--- src/rtl/req_tracker_pkg.sv ---
// Shared definitions for the request tracker: FSM state encoding and parameter defaults.
package req_tracker_pkg;

    localparam int N_DEFAULT         = 8;
    localparam int CNT_W_DEFAULT     = 3;
    localparam int AGE_LIMIT_DEFAULT = 15;

    typedef enum logic [1:0] {
        IDLE   = 2'd0,
        ACTIVE = 2'd1,
        DRAIN  = 2'd2
    } state_t;

endpackage

--- src/rtl/req_slot.sv ---
// One source's pending counter, age counter and served pulse.
module req_slot #(
    parameter int CNT_W     = 3,
    parameter int AGE_LIMIT = 15
) (
    input  logic clock,
    input  logic reset,
    input  logic accept_ok,
    input  logic src_valid,
    input  logic en,
    input  logic gnt,
    output logic src_ready,
    output logic req,
    output logic accepted,
    output logic src_done,
    output logic starve,
    output logic idle_next
);

    localparam int AGE_W = $clog2(AGE_LIMIT + 1);
    localparam logic [CNT_W-1:0] CNT_MAX = '1;
    localparam logic [AGE_W-1:0] AGE_MAX = AGE_W'(AGE_LIMIT);

    logic [CNT_W-1:0] cnt_q, cnt_d;
    logic [AGE_W-1:0] age_q, age_d;
    logic             done_q;
    logic             consume;

    assign src_ready = (cnt_q != CNT_MAX) & accept_ok;
    assign req       = (cnt_q != '0);
    assign accepted  = src_valid & src_ready;
    assign consume   = en & gnt & req;
    assign idle_next = (cnt_d == '0);
    assign starve    = (age_q == AGE_MAX);
    assign src_done  = done_q;

    always_comb begin
        cnt_d = cnt_q;
        if (accepted && !consume) begin
            cnt_d = cnt_q + CNT_W'(1);
        end else if (!accepted && consume) begin
            cnt_d = cnt_q - CNT_W'(1);
        end

        // Age restarts whenever the source is served or empties out.
        age_d = age_q;
        if (consume || (cnt_d == '0)) begin
            age_d = '0;
        end else if (req && (age_q != AGE_MAX)) begin
            age_d = age_q + AGE_W'(1);
        end
    end

    always_ff @(posedge clock) begin
        if (reset) begin
            cnt_q  <= '0;
            age_q  <= '0;
            done_q <= 1'b0;
        end else begin
            cnt_q  <= cnt_d;
            age_q  <= age_d;
            done_q <= consume;
        end
    end

endmodule

--- src/rtl/req_tracker.sv ---
// Tracks pending requests of N sources towards an external priority selector,
// with starvation flags, a flush/drain sequence and a sticky protocol-error flag.
module req_tracker
    import req_tracker_pkg::*;
#(
    parameter int N         = N_DEFAULT,
    parameter int CNT_W     = CNT_W_DEFAULT,
    parameter int AGE_LIMIT = AGE_LIMIT_DEFAULT
) (
    input  logic         clock,
    input  logic         reset,
    input  logic [N-1:0] src_valid,
    output logic [N-1:0] src_ready,
    input  logic         flush,
    input  logic         stall,
    output logic [N-1:0] req,
    output logic         en,
    input  logic [N-1:0] gnt,
    output logic [N-1:0] src_done,
    output logic [N-1:0] starve,
    output logic         flush_done,
    output logic         err,
    output state_t       state
);

    // Handshake: a source request is taken on a cycle where src_valid[i] and
    // src_ready[i] are both high; valid without ready is simply dropped.

    state_t       state_q, state_d;
    logic         err_q, err_d;
    logic         flush_done_q, flush_done_d;
    logic [N-1:0] accepted;
    logic [N-1:0] idle_next;
    logic         all_idle;
    logic         accept_ok;
    logic         multi_gnt;
    logic         orphan_gnt;

    assign en        = ~stall;
    assign accept_ok = (state_q != DRAIN);
    assign all_idle  = &idle_next;
    assign state     = state_q;
    assign err       = err_q;
    assign flush_done = flush_done_q;

    for (genvar i = 0; i < N; i++) begin : g_slot
        req_slot #(
            .CNT_W     (CNT_W),
            .AGE_LIMIT (AGE_LIMIT)
        ) u_slot (
            .clock     (clock),
            .reset     (reset),
            .accept_ok (accept_ok),
            .src_valid (src_valid[i]),
            .en        (en),
            .gnt       (gnt[i]),
            .src_ready (src_ready[i]),
            .req       (req[i]),
            .accepted  (accepted[i]),
            .src_done  (src_done[i]),
            .starve    (starve[i]),
            .idle_next (idle_next[i])
        );
    end

    assign multi_gnt  = ((gnt & (gnt - N'(1))) != '0);
    assign orphan_gnt = en & (|(gnt & ~req));

    always_comb begin
        state_d      = state_q;
        flush_done_d = 1'b0;
        err_d        = err_q | multi_gnt | orphan_gnt;
        case (state_q)
            IDLE: begin
                if (flush) begin
                    state_d = DRAIN;
                end else if (|accepted) begin
                    state_d = ACTIVE;
                end
            end
            ACTIVE: begin
                if (flush) begin
                    state_d = DRAIN;
                end else if (all_idle) begin
                    state_d = IDLE;
                end
            end
            DRAIN: begin
                if (all_idle) begin
                    state_d      = IDLE;
                    flush_done_d = 1'b1;
                end
            end
            default: state_d = IDLE;
        endcase
    end

    always_ff @(posedge clock) begin
        if (reset) begin
            state_q      <= IDLE;
            err_q        <= 1'b0;
            flush_done_q <= 1'b0;
        end else begin
            state_q      <= state_d;
            err_q        <= err_d;
            flush_done_q <= flush_done_d;
        end
    end

endmodule

--- config.mk ---
export PLATFORM = sky130hd
export DESIGN_NAME = req_tracker
export DESIGN_NICKNAME = d
export VERILOG_FILES = /design/src/rtl/req_tracker_pkg.sv /design/src/rtl/req_slot.sv /design/src/rtl/req_tracker.sv
export SDC_FILE = /design/constraint.sdc
export NUM_CORES = 1
export LEC_CHECK = 0
export ABC_CLOCK_PERIOD_IN_PS = 3400
export BUFFER_PORTS_ARGS = -buffer_cell sky130_fd_sc_hd__buf_2
export CORE_MARGIN = 3
export CORE_UTILIZATION = 35
export CTS_CLUSTER_DIAMETER = 60
export CTS_CLUSTER_SIZE = 24
export DETAILED_ROUTE_END_ITERATION = 8
export SETUP_SLACK_MARGIN = 0.3
export SLEW_MARGIN = 10
export SYNTH_ARGS = -nofsm -noshare
export SYNTH_HDL_FRONTEND = slang
export SYNTH_HIERARCHICAL = 1
export SYNTH_SLANG_ARGS = --single-unit
export TNS_END_PERCENT = 20
--- constraint.sdc ---
create_clock -name clock -period 3.4 [get_ports clock]
set_input_delay 0.68 -clock clock [delete_from_list [all_inputs] [get_ports clock]]
set_output_delay 0.68 -clock clock [all_outputs]
set_load 0.02 [all_outputs]
# [Word level (Yosys, flattened, before mapping)]
# Cells that the tools add are included.
# Widths: inputs -> output; s select.
[op_classes] bitwise=40 order_cmp=0 shifts=0 n_eq_ne=28 mux=22 n_div=0 reduce_logical=78 n_mul=0 n_addsub=25
[ops] op="$mux 3" count=16
[ops] op="$and 1x1->1" count=33
[ops] op="$add 4x1->4 const B" count=8
[ops] op="$eq 4x4->1 const B" count=8
[ops] op="$ne 4x4->1 const B" count=8
[ops] op="$ne 3x3->1 const B" count=9
[ops] op="$add 3x1->3 const B" count=8
[ops] op="$logic_and 1x1->1" count=24
[ops] op="$logic_not 3->1" count=8
[ops] op="$reduce_bool 3->1" count=8
[ops] op="$sub 3x1->3 const B" count=8
[ops] op="$reduce_or 2->1" count=9
[ops] op="$and 8x8->8" count=2
[ops] op="$logic_not 1->1" count=16
[ops] op="$reduce_or 8->1" count=2
[ops] op="$logic_or 1x1->1" count=8
[ops] op="$mux 2" count=4
[ops] op="$not 8->8" count=1
[ops] op="$reduce_and 8->1" count=1
[ops] op="$reduce_bool 8->1" count=1
[ops] op="$sub 8x1->8 const B" count=1
[ops] op="$pmux 2 s3" count=1
[ops] op="$eq 2x1->1 const B" count=1
[ops] op="$eq 2x2->1 const B" count=1
[ops] op="other kinds (5)" count=7
[totals] ramBits=0 input_bits=20 latchBits=0 ff_bits=68 mem_bits_ro=0 word_cells=220 out_inout_bits=37 n_memories=0

# [Longest topological paths before layout]
[depth] word_depth=12 mapped_depth=11 depth_no_buf=10

# [Hierarchy]
# Netlist, hierarchy kept.
[modules_own_cells] module="req_slot" seq_area_each_um2=160.2 cells_each=62 instances=8 area_per_inst_um2=528.0
[modules_own_cells] module="req_tracker" seq_area_each_um2=80.1 cells_each=41 instances=1 area_per_inst_um2=297.8

# [Worst setup path before layout]
# Ideal clock, no wire load.
[synth_path] kind="input to register" startpoint="in stall" endpoint="reg state_q[0], in the netlist state[0]" path_slack_ps=341 required_ps=3269 cell_stages=10 t_arrival_ps=2928 path_buffers=1 setup_ps=131 path_cell_list="inv_1 > nand2_1 > or3_1 > buf_2 > or3_4 > a32oi_4 > nand4_1 > or2_2 > a21oi_1 > nor4_1"
[synth_via] elab_chain_len=11 elab_cells_between_ends=69 classes_between="19 x mux; 17 x bitwise; 33 x reduce/logical"
[synth_lines] element="start, declared" line="req_tracker.sv:15" source="input logic stall,"
[synth_lines] element="$not 1->1 (*)" line="req_tracker.sv:39" source="assign en = ~stall;"
[synth_lines] element="$and 1x1->1 (*) (2 in a row)" line="req_slot.sv:32" source="assign consume = en & gnt & req;"
[synth_lines] element="$logic_and 1x1->1 / $logic_not 1->1 (equally long branches)" line="req_slot.sv:41, req_slot.sv:39"
[synth_lines] element="$mux 3 / $logic_and 1x1->1 (equally long branches)" line="req_slot.sv:41, req_slot.sv:39"
[synth_lines] element="$mux 3 (*)" line="req_slot.sv:39" source="if (accepted && !consume) begin"
[synth_lines] element="$logic_not 3->1 (*)" line="req_slot.sv:33" source="assign idle_next = (cnt_d == '0);"
[synth_lines] element="named net idle_next[6]" line="req_tracker.sv:33" source="logic [N-1:0] idle_next;"
[synth_lines] element="$reduce_and 8->1 (*)" line="req_tracker.sv:41" source="assign all_idle = &idle_next;"
[synth_lines] element="$mux 2 (*)"
[synth_lines] element="$mux 2"
[synth_lines] element="$pmux 2 s3 (*)"
[synth_lines] element="end signal, assigned" line="req_tracker.sv:104" source="state_q <= state_d;"
[synth_lines] element="end, declared" line="req_tracker.sv:29" source="state_t state_q, state_d;"
# Mark *: on every way through the listed nets, which the timed path passes. The rest lies on a longest branch.
# A chain may end at the register's enable or synchronous reset.

# [Worst setup path in the final report]
# Ends and elaborated chain as after synthesis.

==> results.yml <==
run_status:
  status: "complete, no violations"
clocking:
  postCtsSetupRepairBufs: 0
  cts-root-buf: "clkbuf_16"
  cts_buffer_depth: 2
  cts_tree: "built"
  path_clk_slew_ns: 0.06
  cts_resized: 0
  numCtsBuffers: 9
  ctsHoldBuffers: 0
  clock_latency_ns: 0.34
  h-tree-depth: 3
  clock-sinks: 68
power_and_ir_drop:
  power_uw: 3330
  powerDensity_mw_per_mm2: 612
  power.leakage_uw: 0.00241
  ir_worst_vdd_uv: 237
place:
  gp_congestion: 0.831
  postPlaceCellArea_mm2: 0.00516
  port_buffers: 56
  dp_slack_ns: 0.162
  dp_hpwl_um: 8890
final_layout:
  multi_input_area_mm2: 0.00291
  layout-drive-gt1-share_pct: 22.8
  post-route-cell-area_mm2: 0.00544
  layout_commonest_cell: "dfxtp_1"
  fillers: 1240
  seq_area_mm2: 0.00136
  area_growth_pct: 20.4
  utilization_pct: 44.2
  antenna_cells: 0
  final_cell_mix: "68 x dfxtp_1, 56 x buf_2, 49 x inv_1, 48 x nand2_1, 40 x ha_1"
  nNetsFinal: 677
sta:
  min_period_ns: 2.90
  rsz0062_at_grt: "no"
  max_freq_mhz: 344
  slew_headroom_pct: 35.2
  final.setup.tns_ns: 0
  tightestPinTransition_ns: 0.971
  finalHoldViolations: 0
  fin_crit_sh_pct: 85.4
  fin_ws_ns: 0.496
  clock_skew_ns: 0.00634
  setup_viol: 0
  drv_slew: 0
critical_path:
  r2r_slack_ns: 0.52
  crit_path_start_kind: "primary input"
  worst-endpoint-arrival_ns: 3.09
  r2r-end: "state[0]$_SDFFE_PP0P_"
  crit_required_ns: 3.58
  critPathKind: "in -> reg"
  crit_path_max_fanout: 17
  reg2reg_from: "g_slot[2].u_slot/cnt_q[0]$_SDFF_PP0_"
  rr_worst_depth: 11
  end_kind: "flip-flop"
grt:
  grt_max_degree: 52
  grt_pass1_wl_um: 19000
  antenna_found_initial: 0
  track_usage_pct: 16.4
  grt_pass1_vias: 4007
  overflow: 0
detailed_routing:
  via_per_inst: 5.33
  wl_per_cell_um: 14.7
  drt_pass1_iterations: 5
  drt_iter0_markers: 228
  drc_errors: 0
  postRouteAntennaNets: 0
  vias: 4207
  wl_um: 11600
synthesis:
  async_flop_share_pct: 0
  syn-num-nets: 597
  ys_seq_elements: 68
  netlist_instances: 537
  synth_edf_count: 0
  yosys_warnings: 6
  yosys_most_used_dff: "dfxtp_1"
  netlist_area_mm2: 0.00452
  synth_cell_types: 34
  ys_seq_area_share_pct: 30.1
  synth.avg_cell_area_um2: 8.42
floorplanning:
  core-area_mm2: 0.0123
  fp.dieH_um: 120
  die_x_um: 120
  num_rows: 40
  start_util_pct: 36.7
  dieArea_mm2: 0.0143
  ios: 57
hold_path:
  hold_class: "reg -> reg"
  whs_endpoint: "g_slot[5].u_slot/cnt_q[0]$_SDFF_PP0_"
  hp-start: "g_slot[5].u_slot/cnt_q[0]$_SDFF_PP0_"
  hold_path_depth: 2
run:
  cap_violations: 0
[Yosys cell counts, drive strengths merged (9+ instances only)]
cell type | instances | share of area, %
o21ai | 24 | 2.7
nor3 | 11 | 1.2
inv | 49 | 4.1
or4 | 16 | 2.7
nand3 | 32 | 3.5
a21oi | 31 | 3.4
or2 | 9 | 1.2
nand2 | 48 | 4.0
dfxtp | 68 | 30
ha | 40 | 11
nor2 | 33 | 2.7
or3 | 24 | 4.2
nand4 | 10 | 1.4
nor4 | 27 | 3.7
[worst max path at each step]
| stage | start | to | slack, ns | cells past startpoint |
|---|---|---|---|---|
| after floorplan | stall | state[0]$_SDFFE_PP0P_ | 0.34 | 10 |
| after global placement | stall | state[0]$_SDFFE_PP0P_ | 0.22 | 10 |
| after detailed placement | stall | state[0]$_SDFFE_PP0P_ | 0.16 | 10 |
| after CTS | stall | state[0]$_SDFFE_PP0P_ | 0.52 | 10 |
| after global routing | g_slot[2].u_slot/cnt_q[0]$_SDFF_PP0_ | state[0]$_SDFFE_PP0P_ | 0.31 | 11 |
| final | stall | state[0]$_SDFFE_PP0P_ | 0.50 | 10 |
[cell type report]
class                           count  share of cell area (%)
Tap cell                          168                    3.86
Clock inverter                      1                  0.0920
Timing Repair Buffer               85                    9.15
Inverter                           49                    3.38
Clock buffer                       15                    5.10
Multi-Input combinational cell    404                    53.4
Sequential cell                    68                    25.0
[state kept, by name, indices dropped and copies added (netlist names)]
signal                  flops
g_slot.u_slot/age_q        32
state                       2
g_slot.u_slot/cnt_q        24
flush_done                  1
err                         1
g_slot.u_slot/src_done      8
[layer usage]
| metal | part of all wire, % | vias up | GRT usage (%) |
|---|---|---|---|
| li1 | - | 2107 | - |
| met1 | 47 | 1973 | 21.3 |
| met2 | 45 | 106 | 26.0 |
| met3 | 4.7 | 21 | 3.35 |
| met4 | 2.6 | 0 | 7.87 |
| met5 | 0 | - | 0 |
[critical path, cell delays in order]
cell	delay [ns]
buf_2	0.09
inv_1	0.50
nand2_1	0.14
or3_1	0.35
or3_4	0.35
a32oi_4	0.31
nand4_1	0.12
or2_2	0.33
a21oi_1	0.15
nor4_1	0.06
[cells by family after synthesis]
family / Yosys count / synth area share (%)
AND/OR/NAND/NOR: 261 / 34.2
AO/OA/AOI/OAI: 78 / 13.9
flip-flops: 68 / 30.1
buffers and inverters: 65 / 5.62
adder cells (fa/ha/maj): 41 / 11.3
XOR/XNOR: 16 / 3.10
multiplexers: 8 / 1.77
[stage by stage]
step / hold WS, ns / cells
floorplan: 0.461 / 537
global placement: 0.476 / 774
detailed placement: 0.481 / 774
CTS: 0.487 / 790
global route: 0.515 / 790
finish: 0.488 / 790
[where the power goes]
part	internal, µW	switching [µW]	total (µW)	leakage [µW]
registers	926	121	1050	0.000556
clock network	553	345	898	0.000140
logic	542	842	1380	0.00171
Note: power is estimated with default switching activity, not from simulation.
